--- src/rtl/isa_pkg.sv ---
// isa_pkg: opcode map, instruction field layout and sequencer state encoding.
package isa_pkg;
    localparam int INSTR_W = 24;
    localparam int ADDR_W  = 8;
    localparam int OP_HI = 23, OP_LO = 16;
    localparam int A_HI  = 15, A_LO  = 8;
    localparam int B_HI  = 7,  B_LO  = 0;

    localparam logic [7:0] OP_NOP     = 8'h00;
    localparam logic [7:0] OP_JMP     = 8'h01;
    localparam logic [7:0] OP_JZ      = 8'h02;
    localparam logic [7:0] OP_JNZ     = 8'h03;
    localparam logic [7:0] OP_CALL    = 8'h04;
    localparam logic [7:0] OP_RET     = 8'h05;
    localparam logic [7:0] OP_RSV_MAX = 8'h0F;
    localparam logic [7:0] OP_HALT    = 8'hFF;

    typedef enum logic [2:0] {
        S_FETCH, S_DECODE, S_ISSUE, S_ADVANCE, S_JUMP, S_HALTED
    } state_t;

    function automatic logic [ADDR_W-1:0] sat_inc(input logic [ADDR_W-1:0] v);
        return (v == '1) ? v : v + 1'b1;
    endfunction
endpackage

--- src/rtl/return_stack.sv ---
// return_stack: small LIFO of return addresses with a combinational top entry.
module return_stack #(
    parameter int DEPTH = 4,
    parameter int W     = 8
) (
    input  logic         clk,
    input  logic         rst,
    input  logic         push,
    input  logic         pop,
    input  logic [W-1:0] data_in,
    output logic [W-1:0] top,
    output logic         full,
    output logic         empty
);
    localparam int SPW = $clog2(DEPTH + 1);

    logic [SPW-1:0] sp;
    // Sized to the pointer's range so the pointer indexes it without truncation.
    logic [W-1:0]   mem [2**SPW];

    always_ff @(posedge clk or posedge rst) begin
        if (rst) sp <= '0;
        else if (push && !full) sp <= sp + 1'b1;
        else if (pop && !empty) sp <= sp - 1'b1;
    end

    always_ff @(posedge clk) begin
        if (push && !full) mem[sp] <= data_in;
    end

    assign top   = mem[sp - 1'b1];
    assign full  = (sp == SPW'(DEPTH));
    assign empty = (sp == '0);
endmodule

--- src/rtl/instr_sequencer.sv ---
// instr_sequencer: fetch/decode FSM driving the program ROM; runs control flow
// locally and issues all other instructions to execute over valid/ready.
module instr_sequencer
    import isa_pkg::*;
#(
    parameter int STACK_DEPTH = 4
) (
    input  logic               clk,
    input  logic               rst,
    input  logic [INSTR_W-1:0] instr_data,
    input  logic               zero_flag,
    input  logic               resume,
    output logic               pc_enable,
    output logic               jump_enable,
    output logic [ADDR_W-1:0]  jump_data,
    output logic               issue_valid,
    input  logic               issue_ready,
    output logic [7:0]         issue_opcode,
    output logic [7:0]         issue_a,
    output logic [7:0]         issue_b,
    output logic [ADDR_W-1:0]  pc_mirror,
    output logic               halted,
    output logic               fault
);
    state_t              state, next;
    logic [INSTR_W-1:0]  ir;
    logic [ADDR_W-1:0]   jump_addr, tgt, stk_top;
    logic                push, pop, set_fault, stk_full, stk_empty;
    logic [7:0]          opc;

    assign opc = ir[OP_HI:OP_LO];

    return_stack #(.DEPTH(STACK_DEPTH), .W(ADDR_W)) u_stack (
        .clk     (clk),
        .rst     (rst),
        .push    (push),
        .pop     (pop),
        .data_in (sat_inc(pc_mirror)),
        .top     (stk_top),
        .full    (stk_full),
        .empty   (stk_empty)
    );

    always_comb begin
        next      = state;
        push      = 1'b0;
        pop       = 1'b0;
        set_fault = 1'b0;
        tgt       = ir[A_HI:A_LO];
        case (state)
            S_FETCH:   next = S_DECODE;
            S_DECODE: begin
                if (opc == OP_JMP) next = S_JUMP;
                else if (opc == OP_JZ) next = zero_flag ? S_JUMP : S_ADVANCE;
                else if (opc == OP_JNZ) next = zero_flag ? S_ADVANCE : S_JUMP;
                else if (opc == OP_CALL) begin
                    next      = stk_full ? S_HALTED : S_JUMP;
                    set_fault = stk_full;
                    push      = !stk_full;
                end else if (opc == OP_RET) begin
                    next      = stk_empty ? S_HALTED : S_JUMP;
                    set_fault = stk_empty;
                    pop       = !stk_empty;
                    tgt       = stk_top;
                end else if (opc == OP_HALT) next = S_HALTED;
                else next = (opc <= OP_RSV_MAX) ? S_ADVANCE : S_ISSUE;
            end
            S_ISSUE:   next = issue_ready ? S_ADVANCE : S_ISSUE;
            S_ADVANCE: next = S_FETCH;
            S_JUMP:    next = S_FETCH;
            S_HALTED:  next = (resume && !fault) ? S_ADVANCE : S_HALTED;
            default:   next = S_FETCH;
        endcase
    end

    always_ff @(posedge clk or posedge rst) begin
        if (rst) begin
            state     <= S_FETCH;
            ir        <= '0;
            pc_mirror <= '0;
            jump_addr <= '0;
            fault     <= 1'b0;
        end else begin
            state <= next;
            if (state == S_FETCH) ir <= instr_data;
            if (state == S_DECODE && next == S_JUMP) jump_addr <= tgt;
            if (set_fault) fault <= 1'b1;
            if (state == S_ADVANCE) pc_mirror <= sat_inc(pc_mirror);
            else if (state == S_JUMP) pc_mirror <= jump_addr;
        end
    end

    assign pc_enable    = (state == S_ADVANCE);
    assign jump_enable  = (state == S_JUMP);
    assign jump_data    = jump_addr;
    assign issue_valid  = (state == S_ISSUE);
    assign issue_opcode = ir[OP_HI:OP_LO];
    assign issue_a      = ir[A_HI:A_LO];
    assign issue_b      = ir[B_HI:B_LO];
    assign halted       = (state == S_HALTED);
endmodule

--- config.mk ---
export PLATFORM = sky130hd
export DESIGN_NAME = instr_sequencer
export DESIGN_NICKNAME = d
export VERILOG_FILES = /design/src/rtl/isa_pkg.sv /design/src/rtl/return_stack.sv /design/src/rtl/instr_sequencer.sv
export SDC_FILE = /design/constraint.sdc
export NUM_CORES = 1
export LEC_CHECK = 0
export ABC_AREA = 1
export CAP_MARGIN = 20
export CORE_UTILIZATION = 45
export CTS_CLUSTER_SIZE = 8
export DETAILED_ROUTE_END_ITERATION = 16
export PLACE_DENSITY = 0.63
export SLEW_MARGIN = 20
export SYNTH_ARGS = -nofsm -noshare
export SYNTH_HDL_FRONTEND = slang
export SYNTH_HIERARCHICAL = 1
export SYNTH_SLANG_ARGS = --single-unit
export TNS_END_PERCENT = 5
--- constraint.sdc ---
create_clock -name clk -period 7.3 [get_ports clk]
set_input_delay 1.46 -clock clk [delete_from_list [all_inputs] [get_ports clk]]
set_output_delay 1.46 -clock clk [all_outputs]
set_load 0.05 [all_outputs]
-- Yosys cells after proc, flatten, opt, wreduce, memory -nomap -nowiden
Memory sizes are Yosys's and may differ from the RTL's.
Cells that the tools add are included.
- add/subtract/negate cells: 3
- equal/unequal tests: 14
- multiplexer cells: 44
- $lt $le $gt $ge: 1
- reductions and logical operators: 11
- operators with widths (operator ; number):
    2-to-1 mux 8 bit ; 9
    2-to-1 mux 3 bit ; 11
    2-to-1 mux 1 bit ; 23
    equality test 8 x 2 -> 1 bit (second input constant) ; 2
    equality test 8 x 3 -> 1 bit (second input constant) ; 2
    equality test 8 bit (second input constant) ; 2
    equality test 3 bit (second input constant) ; 4
    one-hot mux 3 bit (4 select lines) ; 1
    adder 8 x 1 -> 8 bit (second input constant) ; 1
    equality test 8 x 1 -> 1 bit (second input constant) ; 1
    <= comparator 8 x 4 -> 1 bit (second input constant) ; 1
    equality test 3 x 2 -> 1 bit (second input constant) ; 2
    logical NOT 3 bit ; 2
    logical AND 1 bit ; 4
    nonzero test 2 bit ; 2
    adder 3 x 1 -> 3 bit (second input constant) ; 1
    equality test 3 x 1 -> 1 bit (second input constant) ; 1
    logical NOT 1 bit ; 3
    subtractor 3 x 1 -> 3 bit (second input constant) ; 1
- bits in registers: 47
- memories: 1
- input bits: 29
- RAM bits: 64
- output and inout bits: 45
- logic and storage cells: 80
- memory list (memory ; depth ; width ; rd ports ; clocked after Yosys merged registers in ; wr ports ; RTL line ; source):
    u_stack.mem ; 8 ; 8 ; 1 ; 0 ; 1 ; return_stack.sv:19 ; logic [W-1:0] mem [2**SPW];

-- Longest topological paths before layout
- depth after elaboration: 11
- mapped depth: 18
- depth with buffers taken out: 16

-- Cells and area by module
Netlist, hierarchy kept.
- modules (own cells, without submodules) (module ; cells an instance ; sequential area each (µm²) ; area an instance (µm²) ; instances):
    return_stack ; 333 ; 1996.9 ; 3149.3 ; 1
    instr_sequencer ; 285 ; 1101.1 ; 2421.1 ; 1

-- Least setup slack after synthesis
Ideal clock, no wire load.
- path kind: reg-to-output
- from: register state[2]
- to: output port halted
- slack: 4.500 ns
- cell stages (with the launch flop): 3
- data arrival time: 1.340 ns
- required time: 5.840 ns
- path buffers: 0
- path through: dfrtp_1 > inv_1 > nor3_2
- longest elaborated chain between the ends: 1
- RTL lines (item ; RTL line ; source):
    from (decl) ; instr_sequencer.sv:25 ; state_t state, next;
    from (signal assigned) ; instr_sequencer.sv:84 ; state <= next;
    equality test 3 bit ; instr_sequencer.sv:100 ; assign halted = (state == S_HALTED);
    to (decl) ; instr_sequencer.sv:22 ; output logic halted,
No other way between the ends.

-- Worst setup path after layout
- from: register state[1]
- to: output port jump_enable
- longest elaborated chain between the ends: 1
- RTL lines (item ; RTL line ; source):
    equality test 3 bit ; instr_sequencer.sv:94 ; assign jump_enable = (state == S_JUMP);
    to (decl) ; instr_sequencer.sv:14 ; output logic jump_enable,
No other way between the ends.

==> results by group <==
Outcome
  • Outcome: complete, no violations

CTS
  • Bufs on Longest Clock Path: 2
  • Clock Tree Root: clkbuf_16
  • Hold Buf Count CTS: 0
  • Cts bufs inserted: 9
  • Clock transition at path regs: 0.07 ns
  • # clock sinks: 111
  • Htree depth: 3
  • CTS tree: yes
  • CTS resizes: 0
  • Post-CTS Setup Bufs: 0
  • Skew-Pair Late Insertion Delay: about 0.36 ns

Setup path
  • Crit path required time: roughly 5.8 ns
  • CP max-delay cell: clkdlybuf4s50_1
  • CP cell instances: nor2_1 > nand2_1 > clkinv_1 > clkdlybuf4s50_1
  • CP peak stage delay: 0.83 ns
  • Critical-path maximum fanout: 9
  • Crit path DAT: about 2.4 ns
  • CP endpoint kind: output port
  • Kind of critical path: reg2out
  • Crit start category: register
  • FF-to-FF path depth: 12

Power
  • Max VDD drop: 0.249 mV
  • LEAKAGE: roughly 0.0031 µW
  • Power Density: 403 mW/mm²

Timing
  • Setup tns final: 0 ns
  • Skew final: 0.00773 ns
  • Fin crit period: between 3 and 4 ns
  • Max Freq: between 200 and 300 MHz
  • Worst Max-Slew Pin Slew: 0.909 ns
  • Final Max Tran Viols: 0
  • Number of failing hold endpoints at the final stage: 0
  • RSZ-0062 raised after global routing: no
  • Crit share post-route: 0.532
  • Slew headroom: 0.390
  • Final setup fails: 0

Job
  • Max cap viols: 0

Routing
  • Total wire length: 13.0 mm
  • Vias per std cell: 4.89
  • Drc violations: 0
  • Antenna viol nets, final: 0
  • Initial DRC Count: 291
  • Via count: 4208
  • WL/cell: 15.1 µm
  • Total iterations of the first detailed-routing run: 5

Synthesis
  • Synth cell count leaders: nand2_1 (203), inv_1 (96), edfxtp_1 (64)
  • Mapped Avg Cell Area: between 9 and 10 µm²
  • YS warnings: 6
  • Top cells by area, synth: edfxtp_1 (35%), dfrtp_1 (21%), nand2_1 (14%)
  • Seq/Total Area, Yosys: 0.556
  • Synth Register Bits: around 110
  • Post-synthesis net count: about 650
  • Primary FF master, synth: edfxtp_1
  • Synth unique cells: 38
  • Post-synth top area share: 0.345
  • Mapped cell area: 0.00557 mm²
  • Count leader, synth: nand2_1
  • Post-synth ARST share: 0.423
  • EDFF count, synth: between 60 and 70
  • Synth Instances: 618
  • Area leader, netlist: edfxtp_1

Placed design
  • Placed insts: between 800 and 900
  • HPWL after DPL: 9.24 mm
  • RePlAce Congestion: 0.905
  • PortBufs: 73

Global route
  • Number of global-route vias before repair: around 4.1k
  • Initial antenna violation count: 0
  • First-pass GRT wire length: 21.1 mm
  • All-layer global routing usage: 0.216
  • Pin count of the biggest net entering global routing: 45
  • Gr ovfl total: 0

Floorplan
  • Die width: ~110 µm
  • IO Count: 74
  • Starting Density: 0.462
  • Row cnt: 40
  • Core Area: 0.0121 mm²
  • Die H: between 100 and 150 µm
  • Die Outline Area: 0.0128 mm²

Layout
  • Share of cells above drive strength 1: 0.0925
  • Ant diodes: 0
  • Fill cells: 1075
  • Area grow syn2layout: 20.5%
  • NumNets Final: 720
  • Fin cells: 860

Min path
  • Min-Delay Path Class: reg2reg
  • WHS Path Cells: 1
## where the power goes
group | switching (µW) | internal [µW] | total [µW]
combinational | 848 | 405 | 1250
clock | 241 | 261 | 502
sequential | 116 | 831 | 947
total | 1200 | 1500 | 2700
## cell type report
cell class / instances / area (µm²) / area share
tap: 168 / 210 / 0.0313
multi-input combinational: 382 / 1930 / 0.288
inverter: 108 / 413 / 0.0615
clock inverter: 6 / 63.8 / 0.00951
timing repair buffer: 75 / 746 / 0.111
clock buffer: 10 / 250 / 0.0373
sequential: 111 / 3100 / 0.462
## worst paths after layout
path,slack [ns],startpoint,to
setup / recovery,3.42,state[1],jump_enable
hold / removal,0.51,ir[2],ir[2]
setup reg to reg,4.17,u_stack/sp[0],u_stack/mem[0][0]
hold reg to reg,0.51,ir[2],ir[2]
max in group asynchronous,5.31,rst,ir[8]
min in group asynchronous,1.32,rst,u_stack/sp[1]
## placed cells by master (no fill, tap or decap), types with 5 or more instances in the layout
| cell type | instances |
|---|---|
| a21o_1 | 8 |
| inv_2 | 9 |
| clkdlybuf4s50_1 | 73 |
| nand2_2 | 5 |
| mux2_2 | 18 |
| nand2_1 | 202 |
| a21oi_1 | 19 |
| edfxtp_1 | 64 |
| dfrtp_1 | 47 |
| nand3_1 | 54 |
| nand4_1 | 11 |
| inv_1 | 95 |
| clkbuf_16 | 10 |
| nor2_1 | 32 |
## cells by family (layout without fill, tap and decap cells)
kind of cell / Yosys count / after routing / share of synthesized area
XOR/XNOR: 3 / 3 / 0.00472
multiplexers: 18 / 18 / 0.0364
AO/OA/AOI/OAI: 40 / 40 / 0.0460
buffers and inverters: 125 / 199 / 0.0977
AND/OR/NAND/NOR: 317 / 317 / 0.250
flip-flops: 111 / 111 / 0.556
adder cells (fa/ha/maj): 4 / 4 / 0.00899
## layer usage
layer / vias to the layer above / wire (µm) / global-route usage / part of all wire
li1: 2110 / - / - / -
met1: 1961 / 6290 / 0.312 / 0.49
met4: 0 / 360 / 0.102 / 0.028
met3: 22 / 672 / 0.0332 / 0.052
met5: - / 0 / 0 / 0
met2: 115 / 5630 / 0.318 / 0.43
## worst max-delay path, delay by kind of cell (launching register included)
kind                   cells  cell delay [ns]
buffers and inverters      2             1.04
DFF                        1             0.44
and+or+nand+nor            2             0.59
## flip-flops by register name, summed over array words and instances, names as in the netlist
name	cells
jump_data	8
u_stack/sp	3
u_stack/mem	64
ir	24
fault	1
pc_mirror	8
state	3
## metrics by stage
stage          hold WS [ns]  cell area (µm²)  total power, µW  setup WS (ns)   util
3_3_place_gp          0.489             6390             2200           3.93  0.530
2_1_floorplan         0.512             5570             1820           4.50      -
3_5_place_dp          0.497             6390             2220           3.89  0.530
5_1_grt               0.526             6710             2850           3.29  0.556
4_1_cts               0.516             6710             2730           3.45  0.556
6_report              0.511             6710             2700           3.42  0.556
(Power assumes the default switching activity.)
